## config.mk

```make
export PLATFORM = sky130hd
export DESIGN_NAME = change_dispenser_flat
export DESIGN_NICKNAME = d
export VERILOG_FILES = /design/src/rtl/change_dispenser_if.sv /design/src/rtl/change_dispenser.sv /design/src/flat_wrapper.sv
export SDC_FILE = /design/constraint.sdc
export NUM_CORES = 1
export LEC_CHECK = 0
export CAP_MARGIN = 10
export CORE_MARGIN = 2
export CORE_UTILIZATION = 53
export DETAILED_ROUTE_END_ITERATION = 16
export PLACE_DENSITY = 0.88
export SKIP_CTS_REPAIR_TIMING = 1
export SLEW_MARGIN = 10
export SYNTH_ARGS = -nofsm -noshare
export SYNTH_HDL_FRONTEND = slang
export SYNTH_SLANG_ARGS = --single-unit
```

## constraint.sdc

```tcl
create_clock -name clk_i -period 2.6 [get_ports clk_i]
set_clock_uncertainty 0.2 [all_clocks]
set_input_delay 0.26 -clock clk_i [delete_from_list [all_inputs] [get_ports clk_i]]
set_output_delay 0.26 -clock clk_i [all_outputs]
set_load 0.02 [all_outputs]
```

## src/rtl/change_dispenser_if.sv

```systemverilog
// Coin dispenser bus: job request and status towards the host, eject/ack
// handshake towards the three coin hoppers.
interface change_dispenser_if;
  logic       start_i;
  logic [7:0] amount_i;
  logic [2:0] stock_i;
  logic [2:0] ack_i;
  logic [2:0] eject_o;
  logic       busy_o;
  logic       done_o;
  logic       err_o;
  logic [7:0] remain_o;
  logic [7:0] coins_o;

  // Host/hopper side: drives requests, stock and acks, observes status.
  modport master (
    output start_i, amount_i, stock_i, ack_i,
    input  eject_o, busy_o, done_o, err_o, remain_o, coins_o
  );

  // Dispenser side.
  modport slave (
    input  start_i, amount_i, stock_i, ack_i,
    output eject_o, busy_o, done_o, err_o, remain_o, coins_o
  );
endinterface

```

## src/rtl/change_dispenser.sv

```systemverilog
// Greedy change dispenser: pays an amount in jiao using 1 yuan, 5 jiao and
// 1 jiao hoppers, one coin at a time with a 4-phase eject/ack handshake.
// A hopper that fails to ack within ACK_TIMEOUT cycles is marked jammed for
// the rest of the job and the next smaller coin is tried instead.
module change_dispenser #(
  parameter logic [15:0] ACK_TIMEOUT = 16'd50000
) (
  input logic          clk_i,
  input logic          n_reset_i,
  change_dispenser_if.slave bus
);

  typedef enum logic [2:0] {
    IDLE     = 3'd0,
    SELECT   = 3'd1,
    EJECT    = 3'd2,
    WAIT_REL = 3'd3,
    DONE     = 3'd4
  } state_t;

  state_t      state_q, state_d;
  logic [7:0]  remain_q, remain_d;
  logic [7:0]  coins_q, coins_d;
  logic        err_q, err_d;
  logic [2:0]  jam_q, jam_d;
  logic [2:0]  sel_q, sel_d;
  logic [15:0] cnt_q, cnt_d;
  logic [2:0]  avail;
  logic [2:0]  eject;
  logic        done;

  // Coin value in jiao for a one-hot hopper selection.
  function automatic logic [7:0] coin_value(input logic [2:0] sel);
    case (sel)
      3'b100:  coin_value = 8'd10;
      3'b010:  coin_value = 8'd5;
      3'b001:  coin_value = 8'd1;
      default: coin_value = 8'd0;
    endcase
  endfunction

  // Coin counter increment that sticks at the top of its range.
  function automatic logic [7:0] sat_inc(input logic [7:0] value);
    sat_inc = (value == 8'hFF) ? value : value + 8'd1;
  endfunction

  // State and job registers; reset clears everything, including mid-job.
  always_ff @(posedge clk_i) begin
    if (!n_reset_i) begin
      state_q  <= IDLE;
      remain_q <= 8'd0;
      coins_q  <= 8'd0;
      err_q    <= 1'b0;
      jam_q    <= 3'b000;
      sel_q    <= 3'b000;
      cnt_q    <= 16'd0;
    end else begin
      state_q  <= state_d;
      remain_q <= remain_d;
      coins_q  <= coins_d;
      err_q    <= err_d;
      jam_q    <= jam_d;
      sel_q    <= sel_d;
      cnt_q    <= cnt_d;
    end
  end

  // Next-state, job bookkeeping and Moore outputs.
  always_comb begin
    state_d  = state_q;
    remain_d = remain_q;
    coins_d  = coins_q;
    err_d    = err_q;
    jam_d    = jam_q;
    sel_d    = sel_q;
    cnt_d    = cnt_q;
    eject    = 3'b000;
    done     = 1'b0;
    avail    = bus.stock_i & ~jam_q;

    case (state_q)
      IDLE: begin
        if (bus.start_i) begin
          remain_d = bus.amount_i;
          coins_d  = 8'd0;
          err_d    = 1'b0;
          jam_d    = 3'b000;
          state_d  = SELECT;
        end
      end

      SELECT: begin
        // err is settled on the way into DONE so it is valid with the pulse.
        if (remain_q == 8'd0) begin
          err_d   = 1'b0;
          state_d = DONE;
        end else if (remain_q >= 8'd10 && avail[2]) begin
          sel_d   = 3'b100;
          cnt_d   = 16'd0;
          state_d = EJECT;
        end else if (remain_q >= 8'd5 && avail[1]) begin
          sel_d   = 3'b010;
          cnt_d   = 16'd0;
          state_d = EJECT;
        end else if (avail[0]) begin
          sel_d   = 3'b001;
          cnt_d   = 16'd0;
          state_d = EJECT;
        end else begin
          err_d   = 1'b1;
          state_d = DONE;
        end
      end

      EJECT: begin
        eject = sel_q;
        // An ack on the last allowed cycle still counts as a coin.
        if ((bus.ack_i & sel_q) != 3'b000) begin
          remain_d = remain_q - coin_value(sel_q);
          coins_d  = sat_inc(coins_q);
          state_d  = WAIT_REL;
        end else if (cnt_q >= ACK_TIMEOUT - 16'd1) begin
          jam_d   = jam_q | sel_q;
          state_d = SELECT;
        end else begin
          cnt_d = cnt_q + 16'd1;
        end
      end

      WAIT_REL: begin
        if ((bus.ack_i & sel_q) == 3'b000) begin
          state_d = SELECT;
        end
      end

      DONE: begin
        done    = 1'b1;
        state_d = IDLE;
      end

      default: state_d = IDLE;
    endcase
  end

  assign bus.eject_o  = eject;
  assign bus.done_o   = done;
  assign bus.busy_o   = (state_q != IDLE);
  assign bus.err_o    = err_q;
  assign bus.remain_o = remain_q;
  assign bus.coins_o  = coins_q;

endmodule

```

## src/flat_wrapper.sv

```systemverilog
// flat-port wrapper written by rule: the top's interface ports become plain ports
module change_dispenser_flat 
#(
  parameter logic [15:0] ACK_TIMEOUT = 16'd50000
)
  (clk_i, n_reset_i, bus_start_i, bus_amount_i, bus_stock_i, bus_ack_i, bus_eject_o, bus_busy_o, bus_done_o, bus_err_o, bus_remain_o, bus_coins_o);
  change_dispenser_if bus_i ();
  input logic clk_i;
  input logic n_reset_i;
  input wire logic [$bits(bus_i.start_i)-1:0] bus_start_i;
  input wire logic [$bits(bus_i.amount_i)-1:0] bus_amount_i;
  input wire logic [$bits(bus_i.stock_i)-1:0] bus_stock_i;
  input wire logic [$bits(bus_i.ack_i)-1:0] bus_ack_i;
  output wire logic [$bits(bus_i.eject_o)-1:0] bus_eject_o;
  output wire logic [$bits(bus_i.busy_o)-1:0] bus_busy_o;
  output wire logic [$bits(bus_i.done_o)-1:0] bus_done_o;
  output wire logic [$bits(bus_i.err_o)-1:0] bus_err_o;
  output wire logic [$bits(bus_i.remain_o)-1:0] bus_remain_o;
  output wire logic [$bits(bus_i.coins_o)-1:0] bus_coins_o;
  assign bus_i.start_i = bus_start_i;
  assign bus_i.amount_i = bus_amount_i;
  assign bus_i.stock_i = bus_stock_i;
  assign bus_i.ack_i = bus_ack_i;
  assign bus_eject_o = bus_i.eject_o;
  assign bus_busy_o = bus_i.busy_o;
  assign bus_done_o = bus_i.done_o;
  assign bus_err_o = bus_i.err_o;
  assign bus_remain_o = bus_i.remain_o;
  assign bus_coins_o = bus_i.coins_o;
  change_dispenser #(.ACK_TIMEOUT(ACK_TIMEOUT)) u_core (.clk_i(clk_i), .n_reset_i(n_reset_i), .bus(bus_i));
endmodule
```

After elaboration in Yosys (flattened, before gate mapping)

Index checks and enable logic that the tools add are counted.

Word-level logic and storage cells: 98
Bits in writable memories: 0
Bits in registers: 42
Bits in latches: 0
Memories: 0
Bits in read-only memories: 0

Magnitude comparators: 3
Mux-type cells: 41
$add $sub $neg: 3
Multiply operators: 0
Reduce and logical (&&, ||, !) cells: 18
Shift-type cells: 0
Eq/ne operators: 21
Divide/modulo/power cells: 0
Bitwise logic cells: 5

Operator list:

| operator                                                              | number |
|---|---|
| 16-bit 2-to-1 mux                                                     | 6 |
| 8-bit 2-to-1 mux                                                      | 7 |
| 3-bit 2-to-1 mux                                                      | 15 |
| 16-bit case mux with 2 select lines                                   | 1 |
| 8-bit case mux with 2 select lines                                    | 2 |
| 16-bit by 1-bit adder with 16-bit output, second input constant       | 1 |
| 16-bit >= comparator, second input constant                           | 1 |
| 3-bit case mux with 4 select lines                                    | 1 |
| 4-bit case mux with 3 select lines                                    | 1 |
| 2-bit != test, second input constant                                  | 5 |
| 5-bit AND reduction                                                   | 2 |
| 3-bit by 2-bit == test with 1-bit output, second input constant       | 3 |
| 3-bit AND reduction                                                   | 3 |
| 3-bit nonzero test                                                    | 3 |
| 8-bit by 1-bit adder with 8-bit output, second input constant         | 1 |
| 8-bit == test, second input constant                                  | 1 |
| 8-bit by 3-bit >= comparator with 1-bit output, second input constant | 1 |
| 8-bit by 4-bit >= comparator with 1-bit output, second input constant | 1 |
| 8-bit logical NOT                                                     | 1 |
| 4-bit AND reduction                                                   | 2 |
| 8-bit subtractor                                                      | 1 |
| 3-bit bitwise AND                                                     | 2 |
| 3-bit by 1-bit == test with 1-bit output, second input constant       | 2 |
| 3-bit == test, second input constant                                  | 2 |
| 14 further kinds                                                      | 26 |

Depth between registers and ports, before layout

Depth after elaboration: 7
Depth in mapped cells: 11
Depth with buffers taken out: 11

Worst setup path after synthesis

No wires, ideal clock.

Path type: register -> register
Start point: register u_core.sel_q[1]
End point: register u_core.remain_q[7] (netlist: u_core.bus.remain_o[7])
Path slack: 0.282 ns
Arrival: 2.027 ns
Cell stages (with the launch flop): 8
Buffers on the path: 0
Data required time: 2.309 ns
Period minus slack after synthesis: 2.318 ns
Setup time: 0.091 ns
Cell sequence: dfxtp_1 -> or3b_2 -> ha_1 -> o21a_1 -> o21ai_0 -> nand2b_1 -> o31a_1 -> a311oi_1

Word-level cells in the longest chain between the ends: 7
Elaborated cells on any way between the ends: 13
Those cells by class: add/sub: 1; eq/ne: 4; mux: 5; bitwise: 1; reduce/logical: 2

RTL lines:

| what                                                             | RTL line                | RTL |
|---|---|---|
| start, declared                                                  | change_dispenser.sv:26  | `logic [2:0] sel_q, sel_d;` |
| start signal, assigned                                           | change_dispenser.sv:63  | `sel_q <= sel_d;` |
| 3-bit by 1-bit == test with 1-bit output (tied with other cells) | change_dispenser.sv:34  | `case (sel)` |
| 4-bit case mux with 3 select lines                               | change_dispenser.sv:34  |  |
| 8-bit 2-to-1 mux                                                 | change_dispenser.sv:118 | `if ((bus.ack_i & sel_q) != 3'b000) begin` |
| 8-bit 2-to-1 mux                                                 | change_dispenser.sv:81  | `case (state_q)` |
| 8-bit subtractor                                                 | change_dispenser.sv:119 | `remain_d = remain_q - coin_value(sel_q);` |
| 8-bit 2-to-1 mux                                                 | change_dispenser.sv:118 |  |
| 8-bit case mux with 2 select lines                               | change_dispenser.sv:81  |  |
| end signal, assigned                                             | change_dispenser.sv:59  | `remain_q <= remain_d;` |
| end, declared                                                    | change_dispenser.sv:22  | `logic [7:0] remain_q, remain_d;` |

Parallel ways exist; a longest one is shown, timed or not. The select of a mux whose other input is x is not followed.
A chain may end at the register's enable or synchronous reset.

Worst setup path after layout

Ends and elaborated chain as after synthesis.

==> results.txt <==
status = complete, no violations
worst hold slack = 265 ps
Root Buffer = clkbuf_8
max-slew violations = 0
reg2reg setup slack = 140 ps
Sw Ratio = 34.8%
Worst Hold Class = register to register
leakage = 1.07 nW
Syn. warnings = 0
Clk pin slew, worst setup/hold paths = 80 ps
leading area contributor after synthesis = dfxtp_1
clk sinks = 42
Synth area leaders = dfxtp_1, nand2_1, nor2_1
Detail Placement HPWL = 4320 um
proportion of synthesized area in mux cells = 0.911%
vias in the first global route = 2239
minimum clock period = 2460 ps
DRT Pass-1 Iters = 5
synthesized instance count = 294
fin nets = 370
Antenna Nets Post-Route = 0
non-filler cells, final = 398
Worst R2R Path Depth = 7
Cell Pwr Density = 580 nW/um^2
RSZ-0062 raised after global routing = false
mean number of vias per cell = 6.02
starting density of the core = 54.4%
Final GP Congestion = 0.859
fin crit share = 94.7%
top_reg_cell synth = dfxtp_1
Post-synth top cells = dfxtp_1, nand2_1, nor2_1
row count = 24
Clock Latency Late Sink = 290 ps
layout cell share with drive strength beyond 1 = 10.7%
CP Capture Type = register
WHS Path Cells = 2
antenna violations before repair = 0
Clk pwr share = 23.6%
simple-gate portion of the synthesized area = 28.7%
Longest Clk Path Bufs = 2
sequential share of the synthesized area = 36.0%
IO Count = 39
Hold Path Origin = u_core.cnt_q[15]
CTS tree = built
crit path launch type = register
cell-internal power = 0.00112 W
Yosys cell types = 54
Setup CP Type = register to register
DR iter-0 viols = 198
VDD IR-drop max = 0.000324 V
WL/cell = 14.8 um
Logic pwr share = 33.6%
share of the synthesized area in the top cell type = 36.0%
drt drc = 0
Async SR Flop Fraction = 0%
Slew HR = 60.8%
GRT overflow = 0
first-pass GRT wire length = 10000 um
Synth Net Count = 318
TritonCTS Buffers = 5
Synth Area in Compound Gates = 22.6%
WP data required = 2610 ps
worst slew pin tran = 582 ps
XOR/XNOR Fraction of Synth Area = 4.50%
DRT Wirelength = 5900 um
Reg power frac = 42.8%
Worst R2R Start = u_core.sel_q[1]
die area = 4950 sq um
# diodes = 0
Mean Syn Cell Area = 7.94 sq um
FMAX = 406 MHz
Worst Path Arrival = 2470 ps
combinational family with the most area after synthesis = simple AND/OR/NAND/NOR gates
Std-Cell Core Area = 4290 sq um
Adder-Cell Fraction of Synth Area = 4.07%
Final Hold Fails = 0
# H-tree levels = 2
terminus of the critical flop-to-flop path = u_core.bus.remain_o[7]
area of the mapped netlist = 2330 sq um
gr usage total = 24.7%
most common cell in the synthesized netlist = dfxtp_1
net switching power figure = 0.000596 W
largest net degree at the start of global routing = 16
# port buffers = 38
Max Fanout on Critical Path = 7
Die W = 70.4 um
FF+latch count, synth = 42
via count = 2394
Area Overhead vs Synth = 26.6%
hold endpoint = u_core.cnt_q[15]
Setup Viol. Count Final = 0
die height = 70.4 um
Post-synth EDFFs = 0
# Max-Cap Violations = 0
DP Cell Count = 391
==> metal layers <==
metal  global-route usage [%]  share of wire (%)  vias to the layer above
met4                     8.97                1.8                        0
met2                     41.6                 48                       84
li1                         -                  -                     1179
met3                     4.04                6.0                       11
met5                        0                  0                        -
met1                     31.7                 44                     1120
==> power groups by stage <==
stage          registers (W)  logic (W)  clock network (W)
2_1_floorplan       0.000757   0.000333                  0
3_3_place_gp        0.000745   0.000537                  0
3_5_place_dp        0.000746   0.000555                  0
4_1_cts             0.000731   0.000563           0.000405
5_1_grt             0.000741   0.000634           0.000437
6_report            0.000734   0.000577           0.000405
==> worst max-delay path by stage <==
stage                     start                     end  slack (ps)  depth (start not counted)
6_report        u_core.sel_q[1]  u_core.bus.remain_o[7]         140                          7
5_1_grt        u_core.cnt_q[10]        u_core.cnt_q[11]           7                          6
4_1_cts         u_core.sel_q[1]  u_core.bus.remain_o[7]          10                          7
3_5_place_dp       bus_ack_i[0]        u_core.cnt_q[11]         -10                          6
3_3_place_gp       bus_ack_i[0]         u_core.cnt_q[5]         100                          6
2_1_floorplan   u_core.sel_q[1]  u_core.bus.remain_o[7]         280                          7
==> per-stage QoR <==
stage / util, % / setup WS [ps] / setup TNS [ps] / power (W) / area, sq um
global route: 68.9 / 7.10 / 0 / 0.00181 / 2960
detailed placement: 66.7 / -12.8 / -19.0 / 0.00130 / 2870
floorplan: - / 282 / 0 / 0.00109 / 2330
CTS: 68.6 / 12.2 / 0 / 0.00170 / 2940
global placement: 66.7 / 102 / 0 / 0.00128 / 2870
finish: 68.9 / 138 / 0 / 0.00172 / 2960
==> flip-flops by register name, indices dropped and copies added (netlist names) <==
register	flops
u_core.cnt_q	16
u_core.bus.remain_o	8
u_core.sel_q	3
u_core.jam_q	3
u_core.state_q	3
u_core.bus.coins_o	8
u_core.bus.err_o	1
==> cells by family (layout without fill, tap and decap cells) <==
logic type | after synthesis | in the layout
xor+xnor | 12 | 12
mux | 2 | 2
fa+ha+maj | 7 | 7
compound gates | 80 | 80
simple gates | 133 | 133
flops | 42 | 42
buf+inv | 18 | 70
==> layout make-up <==
class | count | area [sq um]
Multi-Input combinational cell | 234 | 1440
Fill cell | 370 | 1340
Sequential cell | 42 | 843
Timing Repair Buffer | 54 | 500
Clock buffer | 5 | 68.8
Tap cell | 52 | 65.1
Inverter | 9 | 33.8
Clock inverter | 2 | 10.0
==> placed cells by master (no fill, tap or decap), types with 3 or more instances in the layout <==
cell type	n
and2_1	6
nand2_1	34
o21ai_0	21
ha_1	6
a311oi_1	3
buf_4	16
clkdlybuf4s50_1	38
nor3_1	7
or4_1	4
dfxtp_1	40
a21o_1	3
or3_1	6
nand2b_1	6
xnor2_1	5
o21a_1	3
inv_1	9
clkbuf_8	5
and3_1	6
xor2_1	7
nand4_1	9
nor2_1	33
nand3_1	9
a21oi_1	23
o31ai_1	4
a211oi_1	3
==> critical path: stages, from the launching register on <==
cell      delay, ps
dfxtp_2         410
or3b_2          460
ha_1            340
o21a_1          150
o21ai_1         180
nand2b_1        150
o31a_1          260
a311oi_1        230
Note: power is estimated with default switching activity, not from simulation.
==> RTL change 1: new RTL, same flow settings <==
Re-encode `state_t` (5 states) as one-hot, 5 bits wide.
--- a/src/rtl/change_dispenser.sv
+++ b/src/rtl/change_dispenser.sv
@@ -12,8 +12,8 @@
 
-  typedef enum logic [2:0] {
-    IDLE     = 3'd0,
-    SELECT   = 3'd1,
-    EJECT    = 3'd2,
-    WAIT_REL = 3'd3,
-    DONE     = 3'd4
+  typedef enum logic [4:0] {
+    IDLE     = 5'b00001,
+    SELECT   = 5'b00010,
+    EJECT    = 5'b00100,
+    WAIT_REL = 5'b01000,
+    DONE     = 5'b10000
   } state_t;
Behaviour: same outputs for any inputs over 10 cycles, from zero or initial values and one cycle with n_reset_i low; not proved beyond that.
==> RTL change 1 against the unedited design <==
Utilization fell by 1.7 points; final cell count rose by 4.3%; count of clock-buffer cells in the layout rose by 1; via count rose by 10%; synthesized area rose by 8.6%; total power fell by 1.3%; global-route usage rose by 0.97 points; setup slack improved by 15 ps; design area rose by 5.9%; sequential cell count rose by 2; routed wire length rose by 12%; critical path type unchanged; highest routed layer unchanged.
==> RTL change 1: results (changes against the unedited design) <==
grt_first_pass_wirelength_mm: 10.9  # was 10.0 mm
wire_per_inst_um: 15.9  # was 14.8 um
drt-initial-drc-count: 242  # was 198
outcome: "finished clean"  # unchanged
grt_pass1_vias: 2420  # was 2,239
layout.nets: 385  # was 370
switching_power_uw: 565  # was 596 uW
p_leak_uw: 0.00113  # was 0.00107 uW
max_stage_delay_ps: 500  # was 460 ps
vdd_drop_max_mv: 0.412  # was 0.324 mV
r2r_setup_slack_ps: 150  # was 140 ps
grt_max_degree: 21  # was 16
fill_cells: 394  # was 370
dpl_cell_area_um2: 3050  # was 2870 um2
dp.cells: 408  # was 391
routed_via_density: 6.34  # was 6.02
drive_above_1_share_pct: 13.3  # was 10.7%
fin_crit_ps: 2450  # was 2460 ps
synth_nets: 337  # was 318
grt_usage_pct: 25.7  # was 24.7%
drc: 0  # unchanged
worst_pin_slew_ps: 668  # was 582 ps
gpl.final_weighted_congestion: 0.867  # was 0.859
hold_ws_ps: 280  # was 265 ps
start_util_pct: 54.4  # about the same
hpwl_mm: 4.67  # was 4.32 mm
synthCells: 313  # was 294
synth_common_cells: "dfxtp_1 (44), nor2_1 (32), nand2_1 (27)"  # was dfxtp_1 (42), nand2_1 (34), nor2_1 (33)
yosysSeqAreaShare_pct: 34.7  # was 36.0%
drt-total-wl_mm: 6.60  # was 5.90 mm
critPathTopFamily: "compound AO/OA/AOI/OAI gates"  # unchanged
dpl_worst_slack_ps: 64.1  # was -12.8 ps
synthTopCellsByArea: "dfxtp_1 (35%), o221a_2 (5.3%), nor2_1 (4.7%), o21ai_0 (4.1%), nand2_1 (4.0%)"  # was dfxtp_1 (36%), nand2_1 (5.5%), nor2_1 (5.3%), a21oi_1 (5.1%), o21ai_0 (4.7%)
RTL change 1: layer usage:
layer  part of all wire (%)  global-route usage [%]  vias to the layer above
met4                    2.1                    11.1                        0
met1                     43                    32.1                     1214
met3                    6.8                    4.70                       16
li1                       -                       -                     1273
met5                      0                       0                        -
met2                     48                    42.9                      130
RTL change 1: cell type report:
cell class	count	area, um2	share of cell area (%)
Inverter	6	22.5	0.719
Timing Repair Buffer	57	523	16.7
Tap cell	54	67.6	2.16
Multi-Input combinational cell	247	1560	49.8
Clock buffer	6	72.6	2.32
Clock inverter	1	5.00	0.160
Sequential cell	44	882	28.2
RTL change 1: final timing paths:
check,start,endpoint,depth (start not counted)
worst max-delay path,u_core.sel_q[2],u_core.bus.remain_o[4],7
worst max register to register,u_core.sel_q[2],u_core.bus.remain_o[4],7
worst min-delay path,u_core.jam_q[2],u_core.jam_q[2],1
worst min register to register,u_core.jam_q[2],u_core.jam_q[2],1
RTL change 1: cells by family after synthesis:
| group | after synthesis | share of synthesized area (%) |
|---|---|---|
| flops | 44 | 34.7 |
| fa+ha+maj | 7 | 3.75 |
| compound gates | 94 | 27.1 |
| xor+xnor | 5 | 1.73 |
| simple gates | 140 | 28.3 |
| mux | 1 | 0.395 |
| buf+inv | 22 | 3.90 |
RTL change 1: power groups by stage:
| stage | Combinational (uW) | Clock (uW) | Sequential (uW) |
|---|---|---|---|
| 2_1_floorplan | 296 | 0 | 783 |
| 3_3_place_gp | 491 | 0 | 775 |
| 3_5_place_dp | 505 | 0 | 778 |
| 4_1_cts | 510 | 420 | 763 |
| 5_1_grt | 558 | 441 | 771 |
| 6_report | 515 | 414 | 765 |
==> RTL change 2: new RTL, same flow settings <==
Without the edit above. `ACK_TIMEOUT` is set to 16'd50000 in 2 places; all go to 16'd32768.
--- a/src/rtl/change_dispenser.sv
+++ b/src/rtl/change_dispenser.sv
@@ -5,3 +5,3 @@
 module change_dispenser #(
-  parameter logic [15:0] ACK_TIMEOUT = 16'd50000
+  parameter logic [15:0] ACK_TIMEOUT = 16'd32768
 ) (
--- a/src/flat_wrapper.sv
+++ b/src/flat_wrapper.sv
@@ -3,3 +3,3 @@
 #(
-  parameter logic [15:0] ACK_TIMEOUT = 16'd50000
+  parameter logic [15:0] ACK_TIMEOUT = 16'd32768
 )
Function: no difference found for any inputs over 10 cycles, from zero or initial values and one cycle with n_reset_i low; that may be too few to reach the edited logic, so the function may still have changed.
==> RTL change 2 against the unedited design <==
Critical path type unchanged; critical path depth is 4 higher; setup slack worse by 64 ps; final cell count fell by 1.5%; design area increased by 2.8%; total power grew 8.1%; sequential power shrank 2%; sequential cell count is the same; routed wire length is 3.5% higher; synthesized cell count fell by 3.1%; synthesized area is 0.64% lower.
==> RTL change 2: results (changes against the unedited design) <==
synthTopCellsByArea: "dfxtp_1 (36%), a21oi_1 (6.3%), nor2_1 (4.9%), o21ai_0 (4.1%), nand2_1 (3.7%)"  # was dfxtp_1 (36%), nand2_1 (5.5%), nor2_1 (5.3%), a21oi_1 (5.1%), o21ai_0 (4.7%)
syn_avg_cell_area_um2: 8.14  # was 7.94 um2
synth_cell_types: 56  # was 54
grt_use_met2_pct: 45.4  # was 41.6%
worst_r2r_path_depth: 11  # was 7
yosysSeqAreaShare_pct: 36.2  # was 36.0%
routed_via_density: 5.98  # was 6.02
p_leak_uw: 0.00109  # was 0.00107 uW
timing.rr.start: "u_core.sel_q[0]"  # was u_core.sel_q[1]
grt_usage_pct: 25.9  # was 24.7%
layout.nets: 363  # was 370
max_stage_delay_ps: 400  # was 460 ps
dpl_cell_area_um2: 2860  # was 2870 um2
synth_common_cells: "dfxtp_1 (42), nor2_1 (30), a21oi_1 (29)"  # was dfxtp_1 (42), nand2_1 (34), nor2_1 (33)
vdd_drop_max_mv: 0.376  # was 0.324 mV
min_from: "u_core.jam_q[2]"  # was u_core.cnt_q[15]
dpl_worst_slack_ps: -20.2  # was -12.8 ps
hold_ws_ps: 273  # was 265 ps
grt_first_pass_wirelength_mm: 10.2  # was 10.0 mm
fin_crit_ps: 2530  # was 2460 ps
gpl.final_weighted_congestion: 0.844  # was 0.859
firstDrtPassIters: 4  # was 5
grtUsageMet3_pct: 6.49  # was 4.04%
max-slew-margin-rel_pct: 46.8  # was 60.8%
drt-total-wl_mm: 6.11  # was 5.90 mm
instances_no_fill: 392  # was 398
r2r_setup_slack_ps: 70  # was 140 ps
gr-usage-met1_pct: 30.4  # was 31.7%
dp.cells: 384  # was 391
synth_compound_area_share_pct: 23.6  # was 22.6%
synthAdderAreaFrac_pct: 4.10  # was 4.07%
routed-wl-met3_um: 335  # was 355 um
outcome: "finished clean"  # unchanged
drive_above_1_share_pct: 13.5  # was 10.7%
grt_pass1_vias: 2272  # was 2,239
cpMaxStageDelayCell: "fa_1"  # was or3b_2
dr_wl_met2_mm: 3.11  # was 2.84 mm
==> RTL change 2: cell types whose count changed in the layout (fill, tap and decap cells not counted), sizes merged, moves of 3 or more <==
cell / unedited run / this run
nor2: 33 / 30
a21oi: 24 / 29
nand2b: 6 / 3
nand2: 34 / 23
buf: 16 / 19
nand3: 9 / 12
o211ai: 0 / 3
or3: 6 / 12
==> RTL change 2: area by class of cell <==
class                           count  area, um2
Tap cell                           52       65.1
Sequential cell                    42        845
Inverter                            9       33.8
Timing Repair Buffer               57        536
Multi-Input combinational cell    224       1420
Fill cell                         343       1250
Clock buffer                        6       82.6
Clock inverter                      2       60.1
==> RTL change 2: report_power, final <==
part	switching (uW)	internal (uW)
clock	235	410
combinational	262	232
sequential	43.5	673
